File: config.mk
export PLATFORM = sky130hd
export DESIGN_NAME = multicycle_control
export DESIGN_NICKNAME = d
export VERILOG_FILES = /design/src/rtl/multicycle_control.sv
export SDC_FILE = /design/constraint.sdc
export NUM_CORES = 1
export LEC_CHECK = 0
export ABC_AREA = 1
export BUFFER_PORTS_ARGS = -buffer_cell sky130_fd_sc_hd__buf_2
export CORE_ASPECT_RATIO = 0.75
export CORE_UTILIZATION = 40
export DETAILED_ROUTE_END_ITERATION = 10
export GPL_TIMING_DRIVEN = 1
export SLEW_MARGIN = 20
export SYNTH_ARGS = -nofsm -noshare
export SYNTH_HDL_FRONTEND = slang
export SYNTH_SLANG_ARGS = --single-unit
File: constraint.sdc
create_clock -name clk -period 4 [get_ports clk]
set_input_delay 0.4 -clock clk [delete_from_list [all_inputs] [get_ports clk]]
set_output_delay 0.4 -clock clk [all_outputs]
set_load 0.02 [all_outputs]
File: src/rtl/multicycle_control.sv
// Main control FSM for the multicycle MIPS datapath.
// Walks each instruction through fetch/decode/execute/memory/writeback and counts retirements.
module multicycle_control #(
    parameter int CNT_W = 16
) (
    input  logic             clk,
    input  logic             reset,
    input  logic [5:0]       Op,
    output logic             PCWrite,
    output logic             PCWriteCond,
    output logic             IorD,
    output logic             MemRead,
    output logic             MemWrite,
    output logic             MemtoReg,
    output logic             IRWrite,
    output logic [1:0]       PCSource,
    output logic [1:0]       ALUOp,
    output logic             ALUSrcA,
    output logic [1:0]       ALUSrcB,
    output logic             RegWrite,
    output logic             RegDst,
    output logic             InstrDone,
    output logic             Illegal,
    output logic [3:0]       State,
    output logic [CNT_W-1:0] InstrCount
);

    typedef enum logic [3:0] {
        S_FETCH   = 4'd0,
        S_DECODE  = 4'd1,
        S_MEMADR  = 4'd2,
        S_MEMRD   = 4'd3,
        S_MEMWB   = 4'd4,
        S_MEMWR   = 4'd5,
        S_EXEC    = 4'd6,
        S_RTYPEWB = 4'd7,
        S_BEQ     = 4'd8,
        S_JUMP    = 4'd9,
        S_ADDIEX  = 4'd10,
        S_ADDIWB  = 4'd11
    } state_t;

    typedef struct packed {
        logic       pc_write;
        logic       pc_write_cond;
        logic       iord;
        logic       mem_read;
        logic       mem_write;
        logic       mem_to_reg;
        logic       ir_write;
        logic [1:0] pc_source;
        logic [1:0] alu_op;
        logic       alu_src_a;
        logic [1:0] alu_src_b;
        logic       reg_write;
        logic       reg_dst;
        logic       instr_done;
    } ctrl_t;

    localparam logic [5:0] OP_RTYPE = 6'b000000;
    localparam logic [5:0] OP_LW    = 6'b100011;
    localparam logic [5:0] OP_SW    = 6'b101011;
    localparam logic [5:0] OP_BEQ   = 6'b000100;
    localparam logic [5:0] OP_J     = 6'b000010;
    localparam logic [5:0] OP_ADDI  = 6'b001000;

    state_t           r_state;
    ctrl_t            r_ctrl;
    logic [CNT_W-1:0] r_count;
    state_t           w_next;
    logic             w_op_legal;

    function automatic ctrl_t decode_ctrl(input state_t s);
        ctrl_t c;
        c = '0;
        case (s)
            S_FETCH: begin
                c.mem_read  = 1'b1;
                c.ir_write  = 1'b1;
                c.pc_write  = 1'b1;
                c.alu_src_b = 2'b01;
            end
            S_DECODE: c.alu_src_b = 2'b11;
            S_MEMADR, S_ADDIEX: begin
                c.alu_src_a = 1'b1;
                c.alu_src_b = 2'b10;
            end
            S_MEMRD: begin
                c.mem_read = 1'b1;
                c.iord     = 1'b1;
            end
            S_MEMWB: begin
                c.reg_write  = 1'b1;
                c.mem_to_reg = 1'b1;
                c.instr_done = 1'b1;
            end
            S_MEMWR: begin
                c.mem_write  = 1'b1;
                c.iord       = 1'b1;
                c.instr_done = 1'b1;
            end
            S_EXEC: begin
                c.alu_src_a = 1'b1;
                c.alu_op    = 2'b10;
            end
            S_RTYPEWB: begin
                c.reg_write  = 1'b1;
                c.reg_dst    = 1'b1;
                c.instr_done = 1'b1;
            end
            S_BEQ: begin
                c.alu_src_a     = 1'b1;
                c.alu_op        = 2'b01;
                c.pc_write_cond = 1'b1;
                c.pc_source     = 2'b01;
                c.instr_done    = 1'b1;
            end
            S_JUMP: begin
                c.pc_write   = 1'b1;
                c.pc_source  = 2'b10;
                c.instr_done = 1'b1;
            end
            S_ADDIWB: begin
                c.reg_write  = 1'b1;
                c.instr_done = 1'b1;
            end
            default: c = '0;
        endcase
        return c;
    endfunction

    always_comb begin
        w_op_legal = 1'b0;
        case (Op)
            OP_RTYPE, OP_LW, OP_SW, OP_BEQ, OP_J, OP_ADDI: w_op_legal = 1'b1;
            default:                                       w_op_legal = 1'b0;
        endcase
    end

    always_comb begin
        w_next = S_FETCH;
        case (r_state)
            S_FETCH:  w_next = S_DECODE;
            S_DECODE: begin
                case (Op)
                    OP_LW, OP_SW: w_next = S_MEMADR;
                    OP_RTYPE:     w_next = S_EXEC;
                    OP_BEQ:       w_next = S_BEQ;
                    OP_J:         w_next = S_JUMP;
                    OP_ADDI:      w_next = S_ADDIEX;
                    default:      w_next = S_FETCH;
                endcase
            end
            S_MEMADR: w_next = (Op == OP_LW) ? S_MEMRD : S_MEMWR;
            S_MEMRD:  w_next = S_MEMWB;
            S_EXEC:   w_next = S_RTYPEWB;
            S_ADDIEX: w_next = S_ADDIWB;
            default:  w_next = S_FETCH;
        endcase
    end

    // Control outputs are registered from the next state so they line up with r_state.
    always_ff @(posedge clk or posedge reset) begin
        if (reset) begin
            r_state <= S_FETCH;
            r_ctrl  <= decode_ctrl(S_FETCH);
            r_count <= '0;
        end else begin
            r_state <= w_next;
            r_ctrl  <= decode_ctrl(w_next);
            if (r_ctrl.instr_done)
                r_count <= r_count + CNT_W'(1);
        end
    end

    // Write-type strobes are gated by reset so an aborted instruction cannot disturb state.
    assign PCWrite     = r_ctrl.pc_write      & ~reset;
    assign PCWriteCond = r_ctrl.pc_write_cond & ~reset;
    assign MemRead     = r_ctrl.mem_read      & ~reset;
    assign MemWrite    = r_ctrl.mem_write     & ~reset;
    assign IRWrite     = r_ctrl.ir_write      & ~reset;
    assign RegWrite    = r_ctrl.reg_write     & ~reset;
    assign InstrDone   = r_ctrl.instr_done    & ~reset;
    assign Illegal     = (r_state == S_DECODE) & ~w_op_legal & ~reset;

    assign IorD        = r_ctrl.iord;
    assign MemtoReg    = r_ctrl.mem_to_reg;
    assign PCSource    = r_ctrl.pc_source;
    assign ALUOp       = r_ctrl.alu_op;
    assign ALUSrcA     = r_ctrl.alu_src_a;
    assign ALUSrcB     = r_ctrl.alu_src_b;
    assign RegDst      = r_ctrl.reg_dst;
    assign State       = r_state;
    assign InstrCount  = r_count;

endmodule

==> results of run 1 <==
## final cells by class
class                           count  area [um2]  share of cell area [%]
Timing Repair Buffer               46         233                    10.7
Inverter                           42         158                    7.28
Clock inverter                      1        7.51                   0.347
Clock buffer                        7        96.3                    4.45
Sequential cell                    35         881                    40.7
Tap cell                           55        68.8                    3.18
Multi-Input combinational cell    126         722                    33.3
## path summary, 6_finish.rpt
path | end | slack (ns) | depth (start not counted)
setup reg to reg | InstrCount[14] | 2.51 | 7
hold / removal | InstrCount[11] | 0.35 | 3
setup / recovery | Illegal | 2.02 | 6
hold reg to reg | InstrCount[13] | 0.52 | 1
min in group clk | r_ctrl[16] | 0.46 | 4
max in group asynchronous | ALUSrcB[0] | 3.32 | 3
## through the flow
step                      util [%]  area (um2)  worst slack (ns)  total power, mW  std cells
after floorplan                  -        1820              1.45            0.668        211
after global placement        49.0        2060              2.36            0.743        304
after detailed placement      49.0        2060              2.33            0.746        304
after CTS                     51.5        2170              2.00             1.03        312
after global routing          51.5        2170              1.84             1.09        312
final                         51.5        2170              2.02             1.02        312
## flip-flops by register name, summed over array words and instances (netlist names)
signal      flops
ALUOp           1
ALUSrcA         1
State           4
ALUSrcB         2
MemtoReg        1
IorD            1
RegDst          1
r_ctrl          6
PCSource        2
InstrCount     16
## logic make-up after synthesis
logic type	after synthesis
flops	35
fa+ha+maj	1
compound gates	2
buf+inv	50
xor+xnor	15
simple gates	108
## critical path, delay by kind of cell, from the launching register on
family | cells | cell delay, ns
buffers and inverters | 2 | 0.28
and+or+nand+nor | 4 | 0.58
DFF | 1 | 0.44
## synthesized netlist by cell type
cell	n	area [um2]
xnor2_1	4	35.0
nand3_2	4	40.0
nor2_4	4	45.0
nand4_1	4	25.0
nor3_1	4	20.0
dfstp_2	4	105
nand3_1	12	60.1
nand3b_1	1	7.51
nor2_1	19	71.3
dfrtp_1	31	776
o21bai_1	1	7.51
clkbuf_1	1	3.75
nor4_1	1	6.26
inv_1	36	135
ha_1	1	12.5
nand2_1	39	146
nand3_4	1	17.5
nand2_2	6	37.5
buf_4	7	52.6
o31ai_1	1	7.51
xor2_1	11	96.3
inv_2	6	22.5
nand2_4	1	11.3
nor2_2	12	75.1
## report_power, final
| group | internal, mW | switching, mW |
|---|---|---|
| sequential | 0.417 | 0.0529 |
| clock | 0.156 | 0.124 |
| combinational | 0.0894 | 0.178 |
## per-layer routing
layer | vias to the layer above | global-route usage [%] | wire, um
li1 | 717 | - | -
met5 | - | 0 | 0
met3 | 7 | 5.26 | 254
met1 | 630 | 26.7 | 1930
met4 | 0 | 6.12 | 40
met2 | 44 | 22.6 | 1400
==> out/results.tsv, run 1 <==
metric	value	unit
status	complete, no violations	
Avg WL per Cell	11.6	um
largest net degree at the start of global routing	36	
global-route usage over all layers	17.3	%
power per cell area	470	nW/um2
clk buf depth	2	
share of cell area taken by muxes after synthesis	0	%
CTS HTree Levels	2	
diode insertion count for antenna repair	0	
total number of vias	1398	
Mapped Avg Cell Area	8.61	um2
total negative slack	0	ns
syn_nets	220	
slew at the pin closest to its max-slew limit	0.429	ns
Filler cells	403	
critical path fanouts, max	6	
number of nets with antenna violations after routing	0	
initial cell density of the core	43.2	%
Detailed Route WL	3620	um
relative slew slack	71.4	%
R2R Path Start	InstrCount[0]	
starting DRC count in detailed routing	84	
area share of and/or/nand/nor cells after synthesis	31.0	%
width of the die	79.8	um
leading cell type in the layout, fill and taps excluded	buf_2	
clock root buffer master	clkbuf_8	
cell area after synthesis	1820	um2
Post-Synth XOR/XNOR Area	7.23	%
Residual DRC	0	
largest clock skew in the final design	0.00605	ns
number of ports placed on the die boundary	46	
full die area	4820	um2
IR Drop Worst-Case VDD	0.000290	V
unrepaired setup endpoints after global routing	no	
Worst Path Arrival	1.58	ns
Static Leak	1.26	nW
cell-by-cell listing of the critical path	nor2_4 > inv_2 > nor2_4 > nand2_1 > nor4_1 > buf_2	
number of nets in the layout	265	
count of endpoints failing hold in the final timing report	0	
placeable core region	4200	um2
combinational family with the most area after synthesis	simple AND/OR/NAND/NOR gates	
share of layout cells above drive strength 1	35.8	%
sequential element share of the synthesized area	48.5	%
port bufs	45	
synthesized-area fraction occupied by ao, oa, aoi and oai cells	0.826	%
critical path launch point type	flop	
number of hold buffers added after cts	0	
setup violators final	0	
crit share post-route	49.5	%
Die H	60.4	um
overflow left after global routing	0	
Yosys warning count	0	
class of the tightest hold or removal check	input port to asynchronous set/reset pin	
HPWL after detailed placement	2800	um
vias in the first global route	1242	
hold slack final	0.347	ns
cell type of the slowest stage on the worst timing path	dfrtp_1	
via/cell ratio	4.48	
shortest clock period the worst path allows after layout	1.98	ns
post-CTS setup buffers	0	
number of max-capacitance violations reported	0	
source-to-sink clock delay at the later pin of the worst-skew pair	0.28	ns
launch point of the critical path	State[2]	
Detailed Routing Iterations Pass 1	4	
crit-path most repeated cell	nor2_4	
antenna violations before repair	0	
post_cts resized	0	
final number of max-transition violations	0	
gpl congestion	0.836	
path type of the worst setup path	flop to output port	
Cells after Synth	211	
post-synthesis register bit count	35	
post-synthesis adder-cell area fraction	0.689	%
wire length of the first global-routing pass	6090	um
peak clock frequency supported by timing	0.505	GHz
number of buffers inserted during clock tree synthesis	5	
required arrival time at the worst endpoint	3.60	ns
Area Growth Syn to Fin	19.2	%
highest-count cells in the layout ignoring fill and taps	buf_2 (45), nand2_1 (39), inv_1 (36)	
Clock transition at path regs	0.07	ns
row count	20	
clock sink total	35	
endpoint kind of the worst setup timing path	output port	
count of different cell masters after synthesis	24	
CTS tree	yes	
longest individual stage delay on the worst path	0.44	ns
Power figures use the tool's default switching activity.
==> inputs of run 2 (changes only) <==
Settings changed: ABC_AREA 1 to 0.
Clock period 4 ns to 1.9 ns, I/O delays scaled along.
==> run 2 against run 1 <==
Effect of this change:
- power increased by 110%
- worst hold slack got worse by 0.27 ns
- worst setup slack worse by 1.9 ns
- synthesized cell count shrank 30%
- die area decreased by 9.8%
- critical endpoint unchanged
- core utilization rose by 2.0 points
- critical path depth fell by 1
- via count fell by 9.1%
- register-to-register slack worse by 2.2 ns
- flip-flop and latch count did not move
- global-route usage decreased by 0.088 points
- final area fell by 6.6%
==> out/results.tsv, run 2 <==
metric	value	unit	change
Seq pwr share	46.6	%	was 46.2%
peak clock frequency supported by timing	0.561	GHz	
Area Growth Syn to Fin	23.7	%	was 19.2%
syn_nets	157		was 220
CTS tree	yes		unchanged
full die area	4350	um2	was 4820 um2
number of buffers inserted during clock tree synthesis	5		unchanged
top-count cell post-synth	dfrtp_1		was nand2_1
top cells by count, synth	dfrtp_1 (31), nor2_1 (13), xnor2_1 (11)		was nand2_1 (39), inv_1 (36), dfrtp_1 (31)
synthesized-area fraction occupied by ao, oa, aoi and oai cells	9.88	%	was 0.826%
IR Drop Worst-Case VDD	0.000652	V	was 0.000290 V
Worst Path Arrival	1.59	ns	was 1.58 ns
count of endpoints failing hold in the final timing report	0		unchanged
most frequently used flop master after synthesis	dfrtp_1		unchanged
power per cell area	1050	nW/um2	was 470 nW/um2
Static Leak	1.03	nW	was 1.26 nW
post-synthesis register bit count	35		unchanged
cell count of the worst reg-to-reg path	4		was 7
Sw Share	32.7	%	was 34.8%
Comb pwr share	25.9	%	was 26.2%
clock root buffer master	clkbuf_8		unchanged
endpoint kind of the worst setup timing path	output port		unchanged
starting DRC count in detailed routing	47		was 84
setup violators final	0		unchanged
number of max-capacitance violations reported	0		unchanged
Clock transition at path regs	0.07	ns	about the same
row count	19		was 20
largest net degree at the start of global routing	20		was 36
initial cell density of the core	43.2	%	about the same
Residual DRC	0		unchanged
R2R Path Start	State[0]		was InstrCount[0]
antenna violations before repair	0		unchanged
unrepaired setup endpoints after global routing	no		unchanged
number of nets with antenna violations after routing	0		unchanged
share of total power in the clock network	27.5	%	was 27.6%
source-to-sink clock delay at the later pin of the worst-skew pair	0.28	ns	about the same
Mapped Avg Cell Area	11.0	um2	was 8.61 um2
total number of vias	1271		was 1398
combinational family with the most area after synthesis	simple AND/OR/NAND/NOR gates		unchanged
width of the die	75.8	um	was 79.8 um
count of different cell masters after synthesis	42		was 24
Yosys warning count	0		unchanged
number of flip-flops under the largest register name	16		unchanged
diode insertion count for antenna repair	0		unchanged
slew at the pin closest to its max-slew limit	0.688	ns	was 0.429 ns
share of synthesized flip-flops with an asynchronous set or reset	100	%	unchanged
Detailed Routing Iterations Pass 1	4		unchanged
number of synthesized flops with an enable pin	0		unchanged
top cell type's share of synthesized area	47.5	%	was 42.7%
port bufs	45		unchanged
critical path fanouts, max	8		was 6
vias in the first global route	1155		was 1242
cell taking the most area after synthesis	dfrtp_1		unchanged
via/cell ratio	5.06		was 4.48
critical path launch point type	flop		unchanged
share of layout cells above drive strength 1	38.7	%	was 35.8%
flop-to-flop setup slack	0.34	ns	was 2.51 ns
number of ports placed on the die boundary	46		unchanged
clock sink total	35		unchanged
net switching component of the power	0.695	mW	was 0.354 mW
leading cell type in the layout, fill and taps excluded	buf_2		unchanged
overflow left after global routing	0		unchanged
required arrival time at the worst endpoint	1.71	ns	was 3.60 ns
hold slack final	0.0789	ns	was 0.347 ns
share of cell area taken by muxes after synthesis	0.689	%	was 0%
gpl congestion	0.888		was 0.836
shortest clock period the worst path allows after layout	1.78	ns	
status	complete, no violations		unchanged
relative slew slack	54.1	%	was 71.4%
clk buf depth	2		unchanged
launch point of the critical path	State[2]		unchanged
path type of the worst setup path	flop to output port		unchanged
area share of and/or/nand/nor cells after synthesis	21.9	%	was 31.0%
HPWL after detailed placement	2480	um	was 2800 um
Cells after Synth	148		was 211
cell area after synthesis	1630	um2	was 1820 um2
critical path capture point	Illegal		unchanged
final number of max-transition violations	0		unchanged
total negative slack	0	ns	unchanged
global-route usage over all layers	17.2	%	was 17.3%
capture instance of the worst register-to-register path	r_ctrl[2]		was InstrCount[14]
number of nets in the layout	207		was 265
wire length of the first global-routing pass	5420	um	was 6090 um
largest clock skew in the final design	0.00460	ns	was 0.00605 ns
placeable core region	3780	um2	was 4200 um2
Die H	57.4	um	was 60.4 um
Area contributors post-synth	dfrtp_1 (47%), dfstp_2 (6.4%), xnor2_1 (5.9%)		was dfrtp_1 (43%), nand2_1 (8.1%), inv_1 (7.4%)
class of the tightest hold or removal check	input port to asynchronous set/reset pin		unchanged
post-synthesis adder-cell area fraction	0.766	%	was 0.689%
crit share post-route	93.8	%	
internal cell power	1.43	mW	was 0.663 mW
Detailed Route WL	3300	um	was 3620 um
sequential element share of the synthesized area	53.9	%	was 48.5%
Post-Synth XOR/XNOR Area	8.58	%	was 7.23%
Avg WL per Cell	13.1	um	was 11.6 um
CTS HTree Levels	2		unchanged
highest-count cells in the layout ignoring fill and taps	buf_2 (45), dfrtp_1 (28), nor2_1 (13)		was buf_2 (45), nand2_1 (39), inv_1 (36)
## run 2: cell types whose count changed in the layout (fill, tap and decap cells not counted), sizes merged, moves of 5 or more
cell,delta
xor2,-6
inv,-38
buf,+5
nor2,-22
nand3,-7
a21oi,+5
xnor2,+7
and3,+5
nor2b,+7
nand2,-38
## run 2: cell families after synthesis
group | after synthesis
multiplexers | 1
adder cells (fa/ha/maj) | 1
AND/OR/NAND/NOR | 63
AO/OA/AOI/OAI | 20
XOR/XNOR | 16
flip-flops | 35
buffers and inverters | 12
## run 2: critical path: stages, from the launching register on
cell,delay (ns)
dfrtp_2,0.45
nor2_1,0.16
nand3b_1,0.16
buf_4,0.20
nor3_1,0.16
buf_2,0.19
## run 2: area by class of cell
class | count | area [um2]
clock buffers | 7 | 96.3
repair buffers | 51 | 270
well taps | 52 | 65.1
clock inverters | 1 | 7.51
fillers | 341 | 1760
inverters | 4 | 15.0
multi-input cells | 101 | 683
flip-flops and latches | 35 | 885
## run 2: metrics by stage
step	cells	power [mW]	setup WS, ns	utilization [%]	cell area [um2]
after floorplan	148	1.37	0.228	-	1630
after global placement	240	1.54	0.373	50.0	1890
after detailed placement	240	1.54	0.284	50.0	1890
after CTS	248	2.13	0.0212	52.8	2000
after global routing	251	2.25	0.0258	53.5	2020
final	251	2.13	0.117	53.5	2020
## run 2: worst min-delay path by stage
stage          start           to  slack [ns]  cells after the start
4_1_cts        reset         IorD         0.1                      2
3_3_place_gp   reset   r_ctrl[12]        0.39                      2
5_1_grt        reset   ALUSrcB[1]        0.13                      2
3_5_place_dp   reset  PCSource[0]        0.40                      2
2_1_floorplan  reset     ALUOp[1]        0.34                      1
6_report       reset   ALUSrcB[1]        0.08                      2
## run 2: per-layer routing
| layer | part of all wire, % | up-vias | track usage [%] | routed length [um] |
|---|---|---|---|---|
| met2 | 42 | 41 | 23.1 | 1370 |
| met1 | 51 | 617 | 25.9 | 1670 |
| li1 | - | 608 | - | - |
| met5 | 0 | - | 0 | 0 |
| met3 | 6.3 | 5 | 5.12 | 208 |
| met4 | 1.3 | 0 | 6.88 | 43 |
## run 2: power groups by stage
stage | logic (mW) | clock network (mW) | registers (mW)
floorplan | 0.346 | 0 | 1.02
global placement | 0.545 | 0 | 0.991
detailed placement | 0.544 | 0 | 1.00
CTS | 0.547 | 0.596 | 0.988
global route | 0.605 | 0.631 | 1.01
finish | 0.552 | 0.584 | 0.991
## run 2: repair_timing
| action | CTS | global route |
|---|---|---|
| gates resized for setup | 0 | 3 |
| hold buffers | 0 | 0 |
| buffers inserted | 0 | 3 |
| setup endpoints to repair | 0 | 1 |
